`config.mk`:
```
export PLATFORM = sky130hd
export DESIGN_NAME = dmem_arbiter
export DESIGN_NICKNAME = d
export VERILOG_FILES = /design/src/rtl/dmem_arbiter.sv
export SDC_FILE = /design/constraint.sdc
export NUM_CORES = 1
export LEC_CHECK = 0
export ABC_AREA = 0
export CORE_MARGIN = 2
export CORE_UTILIZATION = 40
export CTS_CLUSTER_DIAMETER = 150
export CTS_CLUSTER_SIZE = 14
export DETAILED_ROUTE_END_ITERATION = 8
export PLACE_DENSITY = 0.82
export SLEW_MARGIN = 40
export SYNTH_ARGS = -nofsm -noshare
export SYNTH_HDL_FRONTEND = slang
export SYNTH_SLANG_ARGS = --single-unit
```
`constraint.sdc`:
```
create_clock -name clk_i -period 1.8 [get_ports clk_i]
set_clock_uncertainty 0.1 [all_clocks]
set_input_delay 0.36 -clock clk_i [delete_from_list [all_inputs] [get_ports clk_i]]
set_output_delay 0.36 -clock clk_i [all_outputs]
set_load 0.02 [all_outputs]
```
`src/rtl/dmem_arbiter.sv`:
```
// Two-port round-robin arbiter sharing a single-port word-addressed data memory.
// Define DMEM_ARB_BOUNDS_CHECK_EN to flag and suppress accesses beyond the memory depth.
module dmem_arbiter #(
   parameter int unsigned DATA_WIDTH    = 32,
   parameter int unsigned ADDRESS_WIDTH = 30,
   parameter int unsigned MEMORY_SIZE   = 16
) (
   input  logic                     clk_i,
   input  logic                     rst_ni,
   input  logic                     req0_i,
   input  logic [ADDRESS_WIDTH-1:0] addr0_i,
   input  logic [DATA_WIDTH-1:0]    wdata0_i,
   input  logic                     we0_i,
   input  logic                     req1_i,
   input  logic [ADDRESS_WIDTH-1:0] addr1_i,
   input  logic [DATA_WIDTH-1:0]    wdata1_i,
   input  logic                     we1_i,
   output logic                     gnt0_o,
   output logic                     gnt1_o,
   output logic                     rvalid0_o,
   output logic                     rvalid1_o,
   output logic [DATA_WIDTH-1:0]    rdata0_o,
   output logic [DATA_WIDTH-1:0]    rdata1_o,
   output logic                     err0_o,
   output logic                     err1_o,
   output logic [ADDRESS_WIDTH-1:0] mem_address_o,
   output logic [DATA_WIDTH-1:0]    mem_writeData_o,
   output logic                     mem_writeEnable_o,
   input  logic [DATA_WIDTH-1:0]    mem_readData_i
);

   typedef enum logic [1:0] {
      ST_IDLE   = 2'd0,
      ST_ACCESS = 2'd1,
      ST_RESP   = 2'd2
   } state_e;

   state_e state_q, state_d;
   logic   win_q, win_d;   // last winner, which is also the owner of the access in flight
   logic   oor_q, oor_d;

   logic                     req_any_c;
   logic                     pick1_c;
   logic                     launch_c;
   logic                     sel_we_c;
   logic                     sel_oor_c;
   logic [ADDRESS_WIDTH-1:0] sel_addr_c;
   logic [DATA_WIDTH-1:0]    sel_wdata_c;

   logic                     gnt0_q, gnt0_d;
   logic                     gnt1_q, gnt1_d;
   logic                     rvalid0_q, rvalid0_d;
   logic                     rvalid1_q, rvalid1_d;
   logic [DATA_WIDTH-1:0]    rdata0_q, rdata0_d;
   logic [DATA_WIDTH-1:0]    rdata1_q, rdata1_d;
   logic [ADDRESS_WIDTH-1:0] mem_addr_q, mem_addr_d;
   logic [DATA_WIDTH-1:0]    mem_wdata_q, mem_wdata_d;
   logic                     mem_we_q, mem_we_d;
`ifdef DMEM_ARB_BOUNDS_CHECK_EN
   logic                     err0_q, err0_d;
   logic                     err1_q, err1_d;
`endif

   // Round-robin pick: a lone request wins; on a tie the requester that did not win last goes.
   assign req_any_c   = req0_i | req1_i;
   assign pick1_c     = req1_i & (~req0_i | ~win_q);
   assign launch_c    = req_any_c & ((state_q == ST_IDLE) | (state_q == ST_RESP));
   assign sel_addr_c  = pick1_c ? addr1_i  : addr0_i;
   assign sel_wdata_c = pick1_c ? wdata1_i : wdata0_i;
   assign sel_we_c    = pick1_c ? we1_i    : we0_i;

`ifdef DMEM_ARB_BOUNDS_CHECK_EN
   assign sel_oor_c = (sel_addr_c >> MEMORY_SIZE) != '0;
`else
   assign sel_oor_c = 1'b0;
`endif

   // State register
   always_ff @(posedge clk_i or negedge rst_ni) begin
      if (!rst_ni) begin
         state_q <= ST_IDLE;
         win_q   <= 1'b1;
         oor_q   <= 1'b0;
      end else begin
         state_q <= state_d;
         win_q   <= win_d;
         oor_q   <= oor_d;
      end
   end

   // Next-state logic
   always_comb begin
      state_d = state_q;
      win_d   = win_q;
      oor_d   = oor_q;
      case (state_q)
         ST_IDLE, ST_RESP: begin
            state_d = ST_IDLE;
            if (launch_c) begin
               state_d = ST_ACCESS;
               win_d   = pick1_c;
               oor_d   = sel_oor_c;
            end
         end
         ST_ACCESS: state_d = ST_RESP;
         default:   state_d = ST_IDLE;
      endcase
   end

   // Output logic: next values of the output registers
   always_comb begin
      logic [DATA_WIDTH-1:0] resp_data;
      resp_data   = '0;
      gnt0_d      = 1'b0;
      gnt1_d      = 1'b0;
      rvalid0_d   = 1'b0;
      rvalid1_d   = 1'b0;
      rdata0_d    = '0;
      rdata1_d    = '0;
      mem_addr_d  = '0;
      mem_wdata_d = '0;
      mem_we_d    = 1'b0;
`ifdef DMEM_ARB_BOUNDS_CHECK_EN
      err0_d      = 1'b0;
      err1_d      = 1'b0;
`endif
      if (launch_c) begin
         gnt0_d      = ~pick1_c;
         gnt1_d      = pick1_c;
         mem_addr_d  = sel_addr_c;
         mem_wdata_d = sel_wdata_c;
         mem_we_d    = sel_we_c & ~sel_oor_c;
      end
      if (state_q == ST_ACCESS) begin
         resp_data = oor_q ? '0 : mem_readData_i;
         if (win_q) begin
            rvalid1_d = 1'b1;
            rdata1_d  = resp_data;
         end else begin
            rvalid0_d = 1'b1;
            rdata0_d  = resp_data;
         end
`ifdef DMEM_ARB_BOUNDS_CHECK_EN
         err0_d = ~win_q & oor_q;
         err1_d = win_q & oor_q;
`endif
      end
   end

   // Output registers; async reset drops the write enable mid-access
   always_ff @(posedge clk_i or negedge rst_ni) begin
      if (!rst_ni) begin
         gnt0_q      <= 1'b0;
         gnt1_q      <= 1'b0;
         rvalid0_q   <= 1'b0;
         rvalid1_q   <= 1'b0;
         rdata0_q    <= '0;
         rdata1_q    <= '0;
         mem_addr_q  <= '0;
         mem_wdata_q <= '0;
         mem_we_q    <= 1'b0;
`ifdef DMEM_ARB_BOUNDS_CHECK_EN
         err0_q      <= 1'b0;
         err1_q      <= 1'b0;
`endif
      end else begin
         gnt0_q      <= gnt0_d;
         gnt1_q      <= gnt1_d;
         rvalid0_q   <= rvalid0_d;
         rvalid1_q   <= rvalid1_d;
         rdata0_q    <= rdata0_d;
         rdata1_q    <= rdata1_d;
         mem_addr_q  <= mem_addr_d;
         mem_wdata_q <= mem_wdata_d;
         mem_we_q    <= mem_we_d;
`ifdef DMEM_ARB_BOUNDS_CHECK_EN
         err0_q      <= err0_d;
         err1_q      <= err1_d;
`endif
      end
   end

   assign gnt0_o            = gnt0_q;
   assign gnt1_o            = gnt1_q;
   assign rvalid0_o         = rvalid0_q;
   assign rvalid1_o         = rvalid1_q;
   assign rdata0_o          = rdata0_q;
   assign rdata1_o          = rdata1_q;
   assign mem_address_o     = mem_addr_q;
   assign mem_writeData_o   = mem_wdata_q;
   assign mem_writeEnable_o = mem_we_q;
`ifdef DMEM_ARB_BOUNDS_CHECK_EN
   assign err0_o = err0_q;
   assign err1_o = err1_q;
`else
   assign err0_o = 1'b0;
   assign err1_o = 1'b0;
`endif

endmodule
```
==> results of run 1 <==
state kept, by name (all words and copies together), names as in the netlist:
register           cells
rvalid1_o              1
mem_writeData_o       32
rdata0_o              32
mem_address_o         30
rdata1_o              32
rvalid0_o              1
win_q                  1
mem_writeEnable_o      1
state_q                2
gnt0_o                 1
gnt1_o                 1
cells in the mapped netlist:
library cell | number | area, µm²
nor2_1 | 5 | 18.8
and3b_1 | 1 | 8.76
nor3b_2 | 1 | 12.5
o32ai_2 | 59 | 960
clkbuf_1 | 13 | 48.8
clkbuf_2 | 4 | 20.0
buf_4 | 9 | 67.6
buf_2 | 6 | 30.0
nand2_1 | 1 | 3.75
buf_1 | 4 | 15.0
nor2b_1 | 2 | 12.5
nand2b_1 | 127 | 795
o32ai_1 | 4 | 35.0
and3_1 | 1 | 6.26
conb_1 | 1 | 3.75
dfstp_2 | 1 | 26.3
and2_1 | 62 | 388
inv_2 | 1 | 3.75
nor3_1 | 1 | 5.00
a22o_1 | 1 | 8.76
dfrtp_1 | 133 | 3330
a21bo_2 | 1 | 10.0
buf_6 | 6 | 67.6
layout make-up:
| cell class | count | share of cell area [%] |
|---|---|---|
| Clock buffer | 20 | 4.67 |
| Clock inverter | 11 | 1.83 |
| Inverter | 1 | 0.0523 |
| Multi-Input combinational cell | 268 | 23.9 |
| Sequential cell | 134 | 35.1 |
| Tap cell | 184 | 2.41 |
| Timing Repair Buffer | 310 | 32.0 |
per-layer routing:
layer / GRT usage [%] / vias to the layer above / wire (µm)
met4: 7.58 / 0 / 344
li1: - / 2077 / -
met2: 37.8 / 197 / 8730
met5: 0 / - / 0
met1: 23.6 / 2227 / 6220
met3: 6.55 / 30 / 1230
per-stage QoR:
stage	worst slack, ns	area, µm²
floorplan	0.421	5880
global placement	0.0309	9050
detailed placement	-0.00331	9050
CTS	0.0000228	9540
global route	0.00253	9560
finish	0.0279	9560
what timing repair did:
item                                    4_1_cts  5_1_grt
hold buffers                                  1        0
endpoints found under the setup margin      119       10
resized for setup                           119       10
gates cloned                                  0        0
hold endpoints to repair                     33        0
power by group through the flow:
stage | Sequential (µW) | Combinational [µW] | Clock (µW)
finish | 3470 | 2420 | 3600
global placement | 3530 | 2590 | 0
global route | 3500 | 2570 | 3820
CTS | 3480 | 2450 | 3680
floorplan | 3910 | 943 | 0
detailed placement | 3530 | 2650 | 0
cell families (layout without fill, tap and decap cells):
logic type      after synthesis  count (layout)  share of synthesized area [%]
simple gates                201             201                           21.3
flops                       134             134                           57.1
compound gates               65              65                           17.3
buf+inv                      43             342                           4.30
other cells                   1               2                         0.0638
final timing paths:
path | from | to | slack, ns | cells after the start
setup / recovery | rdata1_o[21]$_DFF_PN0_ | rdata1_o[21] | 0.03 | 1
hold / removal | rst_ni | rdata1_o[18]$_DFF_PN0_ | 0.32 | 2
setup reg to reg | win_q$_DFFE_PN1P_ | rdata1_o[18]$_DFF_PN0_ | 0.35 | 3
hold reg to reg | state_q[1]$_DFF_PN0_ | rdata0_o[31]$_DFF_PN0_ | 0.41 | 1
max in group asynchronous | rst_ni | win_q$_DFFE_PN1P_ | 0.71 | 3
min in group clk_i | state_q[1]$_DFF_PN0_ | rdata0_o[31]$_DFF_PN0_ | 0.41 | 1
==> key figures, run 1 <==
STA
  • Final Hold Vio Count: 0
  • Final Cycle Share: 98.5%
  • Max Clk Rate: 564 MHz
  • Min Tclk post-route: 1.77 ns
  • Final Max Slew Viols: 0
  • RSZ-0062 raised after global routing: no
  • TNS Setup: 0 ns
  • Worst hold slack: 0.321 ns
  • Final-report setup violation count: 0

Global route
  • Antenna violations before repair: 0
  • GRT overflow: 0
  • First-pass GRT wire length: 25,800 µm
  • Vias in the first global route: 4,854
  • Largest net degree at the start of global routing: 76
  • Total GRT Usage: 21.1%

Clocking
  • CTS Buf Count: 17
  • CTS tree: built
  • Number of clock sinks: 134
  • CTS clk-pin slew, worst paths: 0.05 ns
  • Clock Path Buffers: 2
  • Postcts setup bufs: 0
  • H-tree level count: 4
  • CTS root buffer: clkbuf_16
  • Skew-Pair Late Insertion Delay: 0.40 ns

Critical path
  • Slowest stage cell, crit path: clkdlybuf4s50_1
  • Worst EP required: 1.34 ns
  • WP buf/inv: 1
  • Critical path arrival: 1.31 ns
  • Cell Chain, Critical Path: clkdlybuf4s50_1
  • Critical path class: flop to primary output
  • Crit-path leading delay family: buffers and inverters
  • CP Capture Type: primary output
  • Slowest Stage Delay on Critical Path: 0.60 ns
  • CP max FO: 1
  • Setup crit start kind: flop

Synth
  • Sequential area share after synthesis: 57.1%
  • Ys Warns: 0
  • Syn Area/Cell: 13.2 µm²
  • Post-synthesis instance area: 5870 µm²
  • Synth Register Bits: 134
  • Synth cell types: 23
  • Post-Syn Instances: 444

Floorplan
  • Initial Utilization: 40.7%
  • Io pins: 295
  • Die Wd: 125 µm
  • Die Area: 15,700 µm²
  • Die Span Y: 125 µm
  • Core footprint: 14,400 µm²
  • Row count: 44

Route
  • DRC: 0
  • DRC violation total after the first TritonRoute iteration: 162
  • WL final: 16,500 µm
  • ANT nets after route: 0
  • Via density: 4.88
  • Via count: 4,531
  • DRT Pass-1 Iters: 4
  • Routed WL per cell: 17.8 µm

Layout
  • Commonest non-fill, non-tap cell in the layout: clkdlybuf4s50_1
  • Number of diodes: 0
  • Multi-input logic area: 2280 µm²
  • Area growth, synth to finish: 62.7%
  • Most frequent cells in the layout: clkdlybuf4s50_1, dfrtp_1, nand2b_1
  • Final #Nets: 894
  • Fillers: 1,110
  • Layout cells sized above 1: 15.1%
  • Seq. cell area: 3360 µm²
  • Final std cells w/o fill: 928
  • Final Util: 66.3%

Hold path
  • Hold Crit Class: input pin to asynchronous set/reset pin

Run
  • MaxCap Viol Count: 0

Power
  • Max IR drop VDD: 627 µV
  • Seq pwr share: 36.5%
  • Combinational share of power: 25.5%
  • Net switching power: 2640 µW
  • Internal power: 6850 µW
  • Sw Share: 27.8%
  • Power Total: 9490 µW
  • Leakage power: 0.00468 µW
  • Clock network power share: 38.0%
  • Power Density: 993 nW/µm²

Placed design
  • # port buffers: 292
  • Placer Congestion: 0.790
  • Post-Place Cells: 896
  • HPWL after DPL: 12,200 µm

Outcome
  • Status: complete, no violations
Note: power is estimated with default switching activity, not from simulation.
==> inputs of run 2 (changes only) <==
Settings changed: SKIP_CTS_REPAIR_TIMING set to 1.
==> run 2 against run 1 <==
Count of clock-buffer cells in the layout stayed put. Global-route usage barely moved. Setup slack got worse by 0.0034 ns. Clock power about the same. Routed wire length is 1.9% higher. Critical path depth unchanged. First-iteration DRC count rose by 1.2%. Combinational power rose by 6%. Flip-flop and latch count unchanged. Sequential power hardly changed.
==> key figures, run 2 (synthesis gave the netlist of run 1 again) <==
Layout
  • Most frequent cells in the layout: clkdlybuf4s50_1, dfrtp_1, dlymetal6s2s_1
  • Layout cells sized above 1: 15.1%
  • Final #Nets: 894
  • Number of diodes: 0
  • Area growth, synth to finish: 70.4%
  • Commonest non-fill, non-tap cell in the layout: clkdlybuf4s50_1
  • Final std cells w/o fill: 928
  • Final Util: 69.4%

Power
  • Leakage power: 0.00612 µW
  • Seq pwr share: 36.0%
  • Power Density: 964 nW/µm²
  • Internal power: 7000 µW
  • Combinational share of power: 26.7%
  • Max IR drop VDD: 628 µV
  • Clock network power share: 37.3%
  • Net switching power: 2650 µW
  • Sw Share: 27.4%

Hold path
  • Hold Crit Class: input pin to asynchronous set/reset pin

Clocking
  • Clock Path Buffers: 2
  • Skew-Pair Late Insertion Delay: 0.40 ns
  • CTS root buffer: clkbuf_16
  • CTS tree: built
  • CTS clk-pin slew, worst paths: 0.05 ns
  • CTS Buf Count: 17
  • Number of clock sinks: 134
  • H-tree level count: 4

Route
  • Routed WL per cell: 18.1 µm
  • WL final: 16,800 µm
  • ANT nets after route: 0
  • Via density: 4.88
  • DRT Pass-1 Iters: 4
  • DRC: 0
  • Via count: 4,525
  • DRC violation total after the first TritonRoute iteration: 164

Global route
  • Antenna violations before repair: 0
  • GRT overflow: 0
  • Vias in the first global route: 4,855
  • Largest net degree at the start of global routing: 76
  • First-pass GRT wire length: 25,800 µm
  • Total GRT Usage: 21.0%

Critical path
  • CP Capture Type: primary output
  • Worst r2r dst: rdata1_o[18]$_DFF_PN0_
  • Setup crit start kind: flop
  • Critical path class: flop to primary output
  • Crit-path leading delay family: buffers and inverters
  • FF-to-FF Start: win_q$_DFFE_PN1P_
  • R2R cell count: 3
  • Cell Chain, Critical Path: clkdlybuf4s50_1
  • Critical path arrival: 1.32 ns
  • WP buf/inv: 1
  • CP max FO: 1
  • Slowest Stage Delay on Critical Path: 0.59 ns
  • Internal reg-to-reg setup slack: 0.35 ns
  • Slowest stage cell, crit path: clkdlybuf4s50_1
  • Worst EP required: 1.34 ns

Floorplan
  • Initial Utilization: 40.7%
  • Core footprint: 14,400 µm²
  • Row count: 44
  • Io pins: 295
  • Die Wd: 125 µm
  • Die Area: 15,700 µm²
  • Die Span Y: 125 µm

Placed design
  • Pre-CTS setup slack: -0.00331 ns
  • Post-Place Cells: 896
  • # port buffers: 292
  • HPWL after DPL: 12,200 µm
  • Placer Congestion: 0.790

STA
  • Final Hold Vio Count: 0
  • Final Cycle Share: 98.6%
  • Max Clk Rate: 563 MHz
  • Final-report setup violation count: 0
  • RSZ-0062 raised after global routing: no
  • Final Max Slew Viols: 0
  • Worst hold slack: 0.320 ns
  • Setup WS post-layout: 0.0245 ns
  • Min Tclk post-route: 1.78 ns

Run
  • MaxCap Viol Count: 0

Outcome
  • Status: complete, no violations
-- run 2: worst max path at each step --
stage | startpoint | end | slack, ns | cells after the start
2_1_floorplan | win_q$_DFFE_PN1P_ | mem_address_o[10]$_DFF_PN0_ | 0.42 | 4
3_3_place_gp | req0_i | mem_writeData_o[31]$_DFF_PN0_ | 0.03 | 4
3_5_place_dp | req0_i | mem_writeData_o[8]$_DFF_PN0_ | -0.003 | 4
4_1_cts | mem_writeData_o[5]$_DFF_PN0_ | mem_writeData_o[5] | -0.08 | 1
5_1_grt | rdata1_o[21]$_DFF_PN0_ | rdata1_o[21] | 0.0008 | 1
6_report | rdata1_o[21]$_DFF_PN0_ | rdata1_o[21] | 0.02 | 1
-- run 2: layer usage --
| layer | GRT usage [%] | part of all wire, % |
|---|---|---|
| met1 | 23.7 | 37 |
| met2 | 37.7 | 53 |
| met3 | 6.46 | 7.7 |
| met4 | 7.32 | 1.8 |
| met5 | 0 | 0 |
-- run 2: final cells by class --
type / instances / area (µm²)
flip-flops and latches: 134 / 3360
fillers: 999 / 4420
inverters: 1 / 5.00
multi-input cells: 268 / 2280
clock buffers: 20 / 447
well taps: 184 / 230
repair buffers: 310 / 3510
clock inverters: 11 / 175
-- run 2: power by group through the flow --
stage | clock network, µW | logic [µW] | registers [µW]
after floorplan | 0 | 943 | 3910
after global placement | 0 | 2590 | 3530
after detailed placement | 0 | 2650 | 3530
after CTS | 3680 | 2660 | 3490
after global routing | 3820 | 2730 | 3500
final | 3600 | 2570 | 3470
-- run 2: stage by stage --
| stage | cell area [µm²] | setup TNS, ns | total power [µW] |
|---|---|---|---|
| floorplan | 5880 | 0 | 4850 |
| global placement | 9050 | 0 | 6120 |
| detailed placement | 9050 | -0.00383 | 6180 |
| CTS | 9670 | -3.25 | 9830 |
| global route | 10000 | 0 | 10100 |
| finish | 10000 | 0 | 9640 |
